## src/rtl/serdes_pkg.sv

```systemverilog
// serdes_pkg: shared FSM states, training word and nibble-alignment helper for the serial receive path
package serdes_pkg;
  typedef enum logic [2:0] {ST_IDLE, ST_CAL, ST_SETTLE, ST_SEARCH, ST_LOCKED} state_t;
  localparam logic [63:0] TRAIN_PATTERN = 64'hF0E1_D2C3_B4A5_9687;
  function automatic logic [63:0] nib_align(input logic [127:0] cat, input logic [3:0] ofs);
    return cat[{ofs, 2'b00} +: 64];
  endfunction
endpackage

```

## src/rtl/nib_aligner.sv

```systemverilog
// nib_aligner: previous-word register, 16:1 nibble mux and registered aligned-word output
module nib_aligner
  import serdes_pkg::*;
(
  input  logic        clk,
  input  logic        rst,
  input  logic [63:0] i_word,
  input  logic        i_vld,
  input  logic [3:0]  i_ofs,
  input  logic        i_keep,
  output logic [63:0] o_aligned,
  output logic [63:0] o_aword,
  output logic        o_aword_vld
);
  logic [63:0] r_prev;
  logic [63:0] r_aword;
  logic        r_aword_vld;
  logic        w_cap;
  assign o_aligned   = nib_align({r_prev, i_word}, i_ofs);
  assign w_cap       = i_vld & i_keep;
  assign o_aword     = r_aword;
  assign o_aword_vld = r_aword_vld;
  // aligned word is held between strobes only while lock persists
  always_ff @(posedge clk) begin
    if (rst) begin
      r_prev      <= '0;
      r_aword     <= '0;
      r_aword_vld <= 1'b0;
    end else begin
      r_prev      <= i_vld ? i_word : r_prev;
      r_aword     <= w_cap ? o_aligned : (i_keep ? r_aword : '0);
      r_aword_vld <= w_cap;
    end
  end
endmodule

```

## src/rtl/serial_align_ctrl.sv

```systemverilog
// serial_align_ctrl: IODELAY calibration, nibble-offset search, lock tracking and stream realignment
module serial_align_ctrl
  import serdes_pkg::*;
#(
  parameter int CAL_CYC    = 16,
  parameter int SETTLE_CYC = 256,
  parameter int MATCH_NEED = 8,
  parameter int LOSS_LIM   = 4,
  parameter int MAX_SWEEP  = 4
) (
  input  logic        CLKS,
  input  logic        RSTS,
  input  logic        START,
  input  logic        TRAIN,
  input  logic [63:0] WORD,
  input  logic        WORD_VLD,
  output logic        PHY_INIT,
  output logic        LOCKED,
  output logic [3:0]  ALIGN,
  output logic [63:0] AWORD,
  output logic        AWORD_VLD,
  output logic        CAL_FAIL
);
  localparam int CW = $clog2(CAL_CYC + 1);
  localparam int SW_ = $clog2(SETTLE_CYC + 1);
  localparam int MW = $clog2(MATCH_NEED + 1);
  localparam int LW = $clog2(LOSS_LIM + 1);
  localparam int PW = $clog2(MAX_SWEEP + 1);
  state_t        r_state, w_state;
  logic [CW-1:0] r_ccnt, w_ccnt;
  logic [SW_-1:0] r_scnt, w_scnt;
  logic [MW-1:0] r_mcnt, w_mcnt;
  logic [LW-1:0] r_lcnt, w_lcnt;
  logic [PW-1:0] r_sweep, w_sweep;
  logic [3:0]    r_align, w_align;
  logic          r_fail, w_fail;
  logic          w_step;
  logic          w_keep;
  logic          w_match;
  logic [63:0]   w_aligned;
  nib_aligner u_aligner (
    .clk        (CLKS),
    .rst        (RSTS),
    .i_word     (WORD),
    .i_vld      (WORD_VLD),
    .i_ofs      (r_align),
    .i_keep     (w_keep),
    .o_aligned  (w_aligned),
    .o_aword    (AWORD),
    .o_aword_vld(AWORD_VLD)
  );
  assign w_match  = w_aligned == TRAIN_PATTERN;
  assign w_keep   = (r_state == ST_LOCKED) && (w_state == ST_LOCKED);
  assign PHY_INIT = r_state == ST_CAL;
  assign LOCKED   = r_state == ST_LOCKED;
  assign ALIGN    = r_align;
  assign CAL_FAIL = r_fail;
  always_comb begin
    w_state = r_state;
    w_ccnt  = '0;
    w_scnt  = '0;
    w_mcnt  = r_mcnt;
    w_lcnt  = '0;
    w_sweep = r_sweep;
    w_fail  = r_fail;
    w_step  = 1'b0;
    case (r_state)
      ST_IDLE: w_state = ST_CAL;
      ST_CAL: begin
        w_ccnt  = (r_ccnt == CW'(CAL_CYC - 1)) ? '0 : r_ccnt + 1'b1;
        w_state = (r_ccnt == CW'(CAL_CYC - 1)) ? ST_SETTLE : ST_CAL;
      end
      ST_SETTLE: begin
        w_mcnt  = '0;
        w_scnt  = (r_scnt == SW_'(SETTLE_CYC - 1)) ? '0 : r_scnt + 1'b1;
        w_state = (r_scnt == SW_'(SETTLE_CYC - 1)) ? ST_SEARCH : ST_SETTLE;
      end
      ST_SEARCH: begin
        if (WORD_VLD && w_match) begin
          w_mcnt = r_mcnt + 1'b1;
          if (w_mcnt == MW'(MATCH_NEED)) begin
            w_state = ST_LOCKED;
            w_sweep = '0;
          end
        end else if (WORD_VLD) begin
          w_mcnt = '0;
          w_step = 1'b1;
          // offset wrap closes one sweep; too many sweeps forces recalibration
          if (r_align == 4'hF) begin
            w_sweep = (r_sweep == PW'(MAX_SWEEP - 1)) ? '0 : r_sweep + 1'b1;
            w_fail  = r_fail | (r_sweep == PW'(MAX_SWEEP - 1));
            w_state = (r_sweep == PW'(MAX_SWEEP - 1)) ? ST_CAL : ST_SEARCH;
          end
        end
      end
      ST_LOCKED: begin
        w_lcnt  = !TRAIN ? '0 : (!WORD_VLD ? r_lcnt : (w_match ? '0 : r_lcnt + 1'b1));
        w_state = (w_lcnt == LW'(LOSS_LIM)) ? ST_CAL : ST_LOCKED;
      end
      default: w_state = ST_IDLE;
    endcase
    if (!START) begin
      w_state = ST_IDLE;
      w_sweep = '0;
    end
    w_align = (w_state == ST_SEARCH || w_state == ST_LOCKED) ? r_align + {3'b000, w_step} : 4'h0;
  end
  always_ff @(posedge CLKS) begin
    if (RSTS) begin
      r_state <= ST_IDLE;
      r_ccnt  <= '0;
      r_scnt  <= '0;
      r_mcnt  <= '0;
      r_lcnt  <= '0;
      r_sweep <= '0;
      r_align <= '0;
      r_fail  <= 1'b0;
    end else begin
      r_state <= w_state;
      r_ccnt  <= w_ccnt;
      r_scnt  <= w_scnt;
      r_mcnt  <= w_mcnt;
      r_lcnt  <= w_lcnt;
      r_sweep <= w_sweep;
      r_align <= w_align;
      r_fail  <= w_fail;
    end
  end
endmodule

```

## config.mk

```make
export PLATFORM = sky130hd
export DESIGN_NAME = serial_align_ctrl
export DESIGN_NICKNAME = d
export VERILOG_FILES = /design/src/rtl/serdes_pkg.sv /design/src/rtl/nib_aligner.sv /design/src/rtl/serial_align_ctrl.sv
export SDC_FILE = /design/constraint.sdc
export NUM_CORES = 1
export LEC_CHECK = 0
export BUFFER_PORTS_ARGS = -buffer_cell sky130_fd_sc_hd__buf_2
export CELL_PAD_IN_SITES_DETAIL_PLACEMENT = 1
export CELL_PAD_IN_SITES_GLOBAL_PLACEMENT = 1
export CORE_MARGIN = 1.5
export CORE_UTILIZATION = 49
export DETAILED_ROUTE_END_ITERATION = 8
export PLACE_DENSITY_LB_ADDON = 0.2
export RECOVER_POWER = 100
export SYNTH_ARGS = -nofsm -noshare
export SYNTH_HDL_FRONTEND = slang
export SYNTH_SLANG_ARGS = --single-unit
export TNS_END_PERCENT = 5
```

## constraint.sdc

```tcl
create_clock -name CLKS -period 11.8 [get_ports CLKS]
set_input_delay 2.36 -clock CLKS [delete_from_list [all_inputs] [get_ports CLKS]]
set_output_delay 2.36 -clock CLKS [all_outputs]
set_load 0.01 [all_outputs]
```

==> results.sh <==
export IMPL_switching_share=0.284
export IMPL_synth_cell_types=68
export IMPL_fin_util=0.558
export IMPL_num_rows=53
export IMPL_cts_sinks=157
export IMPL_clockRootBuffer="clkbuf_16"
export IMPL_p_total_mw=1.33
export IMPL_yosys_area_share_adder=0.0105
export IMPL_cts_buffers=17
export IMPL_whs_ns=0.437
export IMPL_status="finished, violations left"
export IMPL_postCtsSetupBuffers=0
export IMPL_cp_arrival_ns=7.90
export IMPL_final_common_cell="nor2_1"
export IMPL_finClkSkew_ns=0.0135
export IMPL_synth_top_family_by_area="multiplexers"
export IMPL_path_clk_slew_ns=0.07
export IMPL_first_pass_iters=5
export IMPL_synthMuxAreaShare=0.373
export IMPL_worstSetupPathType="reg2reg"
export IMPL_async_flop_share=0
export IMPL_boundaryPins=141
export IMPL_cts_resized=0
export IMPL_switchingPower_uw=378
export IMPL_p_leak_nw=4.48
export IMPL_wl_um=37800
export IMPL_setup_viol=0
export IMPL_wire_per_inst_um=25.4
export IMPL_ant_nets=0
export IMPL_max_freq_mhz=132
export IMPL_worstPathRequired_ns=12.14
export IMPL_ys_seq_elements=157
export IMPL_r2r_start="ALIGN[0]$_SDFF_PP0_"
export IMPL_coreArea_um2=21200
export IMPL_reg2reg_setup_slack_ns=4.24
export IMPL_diodes=0
export IMPL_overflow=0
export IMPL_ctsHoldBuffers=0
export IMPL_synth_compound_area_frac=0.0984
export IMPL_synthXorXnorAreaFrac=0.00736
export IMPL_grt_pass1_vias=9475
export IMPL_yosys_area_top_type="dfxtp_1"
export IMPL_worst_pin_slew_ns=3.76
export IMPL_critPathCaptureType="register"
export IMPL_min_to="r_sweep[2]$_SDFFE_PP0P_"
export IMPL_ys_top_cells_by_area="dfxtp_1, mux4_2, mux2i_1"
export IMPL_numPortBuffers=140
export IMPL_reg2reg_to="u_aligner.o_aword[15]$_SDFFE_PP0P_"
export IMPL_slew_headroom=-1.51
export IMPL_syn_to_final_growth_pct=10.6
export IMPL_synthSimpleGateAreaFrac=0.168
export IMPL_yosys_warnings=0
export IMPL_violations="max-capacitance violations, max-slew violations"
export IMPL_cts_htree_levels=4
export IMPL_fin_tns_setup_ns=0
export IMPL_die_h_um=151
export IMPL_clockBufferDepth=2
export IMPL_ir_drop_mv=0.0888
export IMPL_finalNetCount=1279
export IMPL_internal_power_uw=951
export IMPL_synth_top_area_frac=0.293
export IMPL_vias=9740
export IMPL_globalplace_congestion=0.946
export IMPL_p_comb_frac=0.124
export IMPL_maxCapViolCount=4
export IMPL_yosysSeqAreaShare=0.293
export IMPL_grtUsageTotal=0.337
export IMPL_layout_common_cells="nor2_1, mux2i_1, dfxtp_1"
export IMPL_hold_viol=0
export IMPL_clock_latency_ns=0.44
export IMPL_grt_max_degree=88
export IMPL_rsz0062_at_grt="no"
export IMPL_report_final_slew_viol_count=246
export IMPL_reg2reg_depth=12
export IMPL_finalCritPeriodShare=0.640
export IMPL_fp_dieW_um=151
export IMPL_startpoint_type="register"
export IMPL_antenna_found_initial=1
export IMPL_grt_pass1_wl_um=57300
export IMPL_drive_gt1_frac=0.204
export IMPL_start_util=0.505
export IMPL_synthFlopType="dfxtp_1"
export IMPL_min_from="r_sweep[2]$_SDFFE_PP0P_"
export IMPL_dieArea_um2=22800
export IMPL_cts_tree="done"
export IMPL_hold_class="reg2reg"
export IMPL_critPathMaxFanout=65
export IMPL_syn_nets=1201
export IMPL_avgSynthCellArea_um2=9.54
export IMPL_drt_iter0_markers=1035
export IMPL_pwr_share_seq=0.420
export IMPL_synthCells=1123
export IMPL_min_period_ns=7.56
export IMPL_synth_area_um2=10700
export IMPL_p_per_area_nw_per_um2=112
export IMPL_clkPwrFrac=0.456
export IMPL_hpwl_um=27000
export IMPL_via_per_inst=6.54
export IMPL_dp_cells=1457
export IMPL_min_path_cells=2
export IMPL_final_cells=1489
export IMPL_synth_edf_count=0
export IMPL_drc_errors=0
metrics by stage:
stage	worst slack, ns	cell area [µm²]
floorplan	6.45	10700
global placement	5.21	11400
detailed placement	5.21	11400
CTS	5.62	12000
global route	3.52	11800
finish	4.24	11800
cell usage after synthesis (3+ instances only):
| master | number |
|---|---|
| a211oi_1 | 16 |
| a21oi_1 | 43 |
| a21oi_2 | 6 |
| a221oi_1 | 3 |
| a22o_1 | 3 |
| a22oi_1 | 3 |
| a31o_2 | 3 |
| a31oi_1 | 13 |
| and3_1 | 9 |
| buf_1 | 10 |
| buf_2 | 18 |
| buf_6 | 14 |
| clkbuf_1 | 47 |
| dfxtp_1 | 157 |
| ha_1 | 9 |
| inv_1 | 9 |
| mux2_2 | 36 |
| mux2i_1 | 163 |
| mux4_2 | 87 |
| nand2_1 | 105 |
| nand2b_1 | 6 |
| nand3_1 | 30 |
| nand3b_1 | 5 |
| nand4_1 | 4 |
| nor2_1 | 183 |
| nor2_2 | 4 |
| nor2b_1 | 16 |
| nor3_1 | 12 |
| nor3b_1 | 5 |
| nor4_1 | 5 |
| o211ai_1 | 7 |
| o21ai_0 | 29 |
| or2_2 | 3 |
| or3_1 | 4 |
| xnor2_1 | 4 |
| xor2_1 | 5 |
power groups by stage:
stage / Combinational (mW) / Sequential, mW / Clock, mW
floorplan: 0.0987 / 0.562 / 0
global placement: 0.154 / 0.567 / 0
detailed placement: 0.159 / 0.569 / 0
CTS: 0.161 / 0.557 / 0.609
global route: 0.174 / 0.560 / 0.630
finish: 0.165 / 0.558 / 0.605
worst max-delay path, stage by stage (launching register included):
cell       delay (ns)
dfxtp_1          1.98
buf_4            0.82
buf_4            0.61
mux2_1           0.41
a222oi_1         0.85
nand2_1          0.10
nor3_1           0.24
o2bb2ai_1        0.14
a2111oi_4        0.57
nand2_1          0.47
a2111o_2         0.54
buf_4            0.35
a311oi_1         0.32
final cells by class:
cell class                 instances  area, µm²
clock buffer                      17        425
clock inverter                    15        196
fill                            2516       9380
multi-input combinational        864       7000
tap                              275        344
timing repair buffer             150        689
inverter                          11       41.3
sequential                       157       3140
flip-flops by register name (all words and copies together) (netlist names):
name                   cells
r_mcnt                     4
CAL_FAIL                   1
u_aligner.r_prev          60
u_aligner.o_aword         64
r_sweep                    3
r_scnt                     9
r_state                    3
u_aligner.o_aword_vld      1
r_lcnt                     3
ALIGN                      4
r_ccnt                     5
worst max path at each step:
| stage | start | end | slack, ns | cells past startpoint |
|---|---|---|---|---|
| after floorplan | WORD[36] | u_aligner.o_aword[15]$_SDFFE_PP0P_ | 6.45 | 11 |
| after global placement | WORD[37] | u_aligner.o_aword[15]$_SDFFE_PP0P_ | 5.21 | 11 |
| after detailed placement | WORD[37] | u_aligner.o_aword[7]$_SDFFE_PP0P_ | 5.21 | 11 |
| after CTS | WORD[44] | u_aligner.o_aword[21]$_SDFFE_PP0P_ | 5.62 | 11 |
| after global routing | ALIGN[0]$_SDFF_PP0_ | u_aligner.o_aword[21]$_SDFFE_PP0P_ | 3.52 | 12 |
| final | ALIGN[0]$_SDFF_PP0_ | u_aligner.o_aword[15]$_SDFFE_PP0P_ | 4.24 | 12 |
logic make-up after synthesis:
kind of cell / after synthesis
flip-flops: 157
XOR/XNOR: 9
multiplexers: 286
AND/OR/NAND/NOR: 405
buffers and inverters: 102
AO/OA/AOI/OAI: 155
adder cells (fa/ha/maj): 9
layer usage:
layer,track usage,wire (µm),vias to the layer above
li1,-,-,4291
met1,0.482,16600,4886
met2,0.511,17000,487
met3,0.0572,3030,76
met4,0.123,1190,0
met5,0,0,-
No activity file was read; power rests on OpenSTA's default activity.
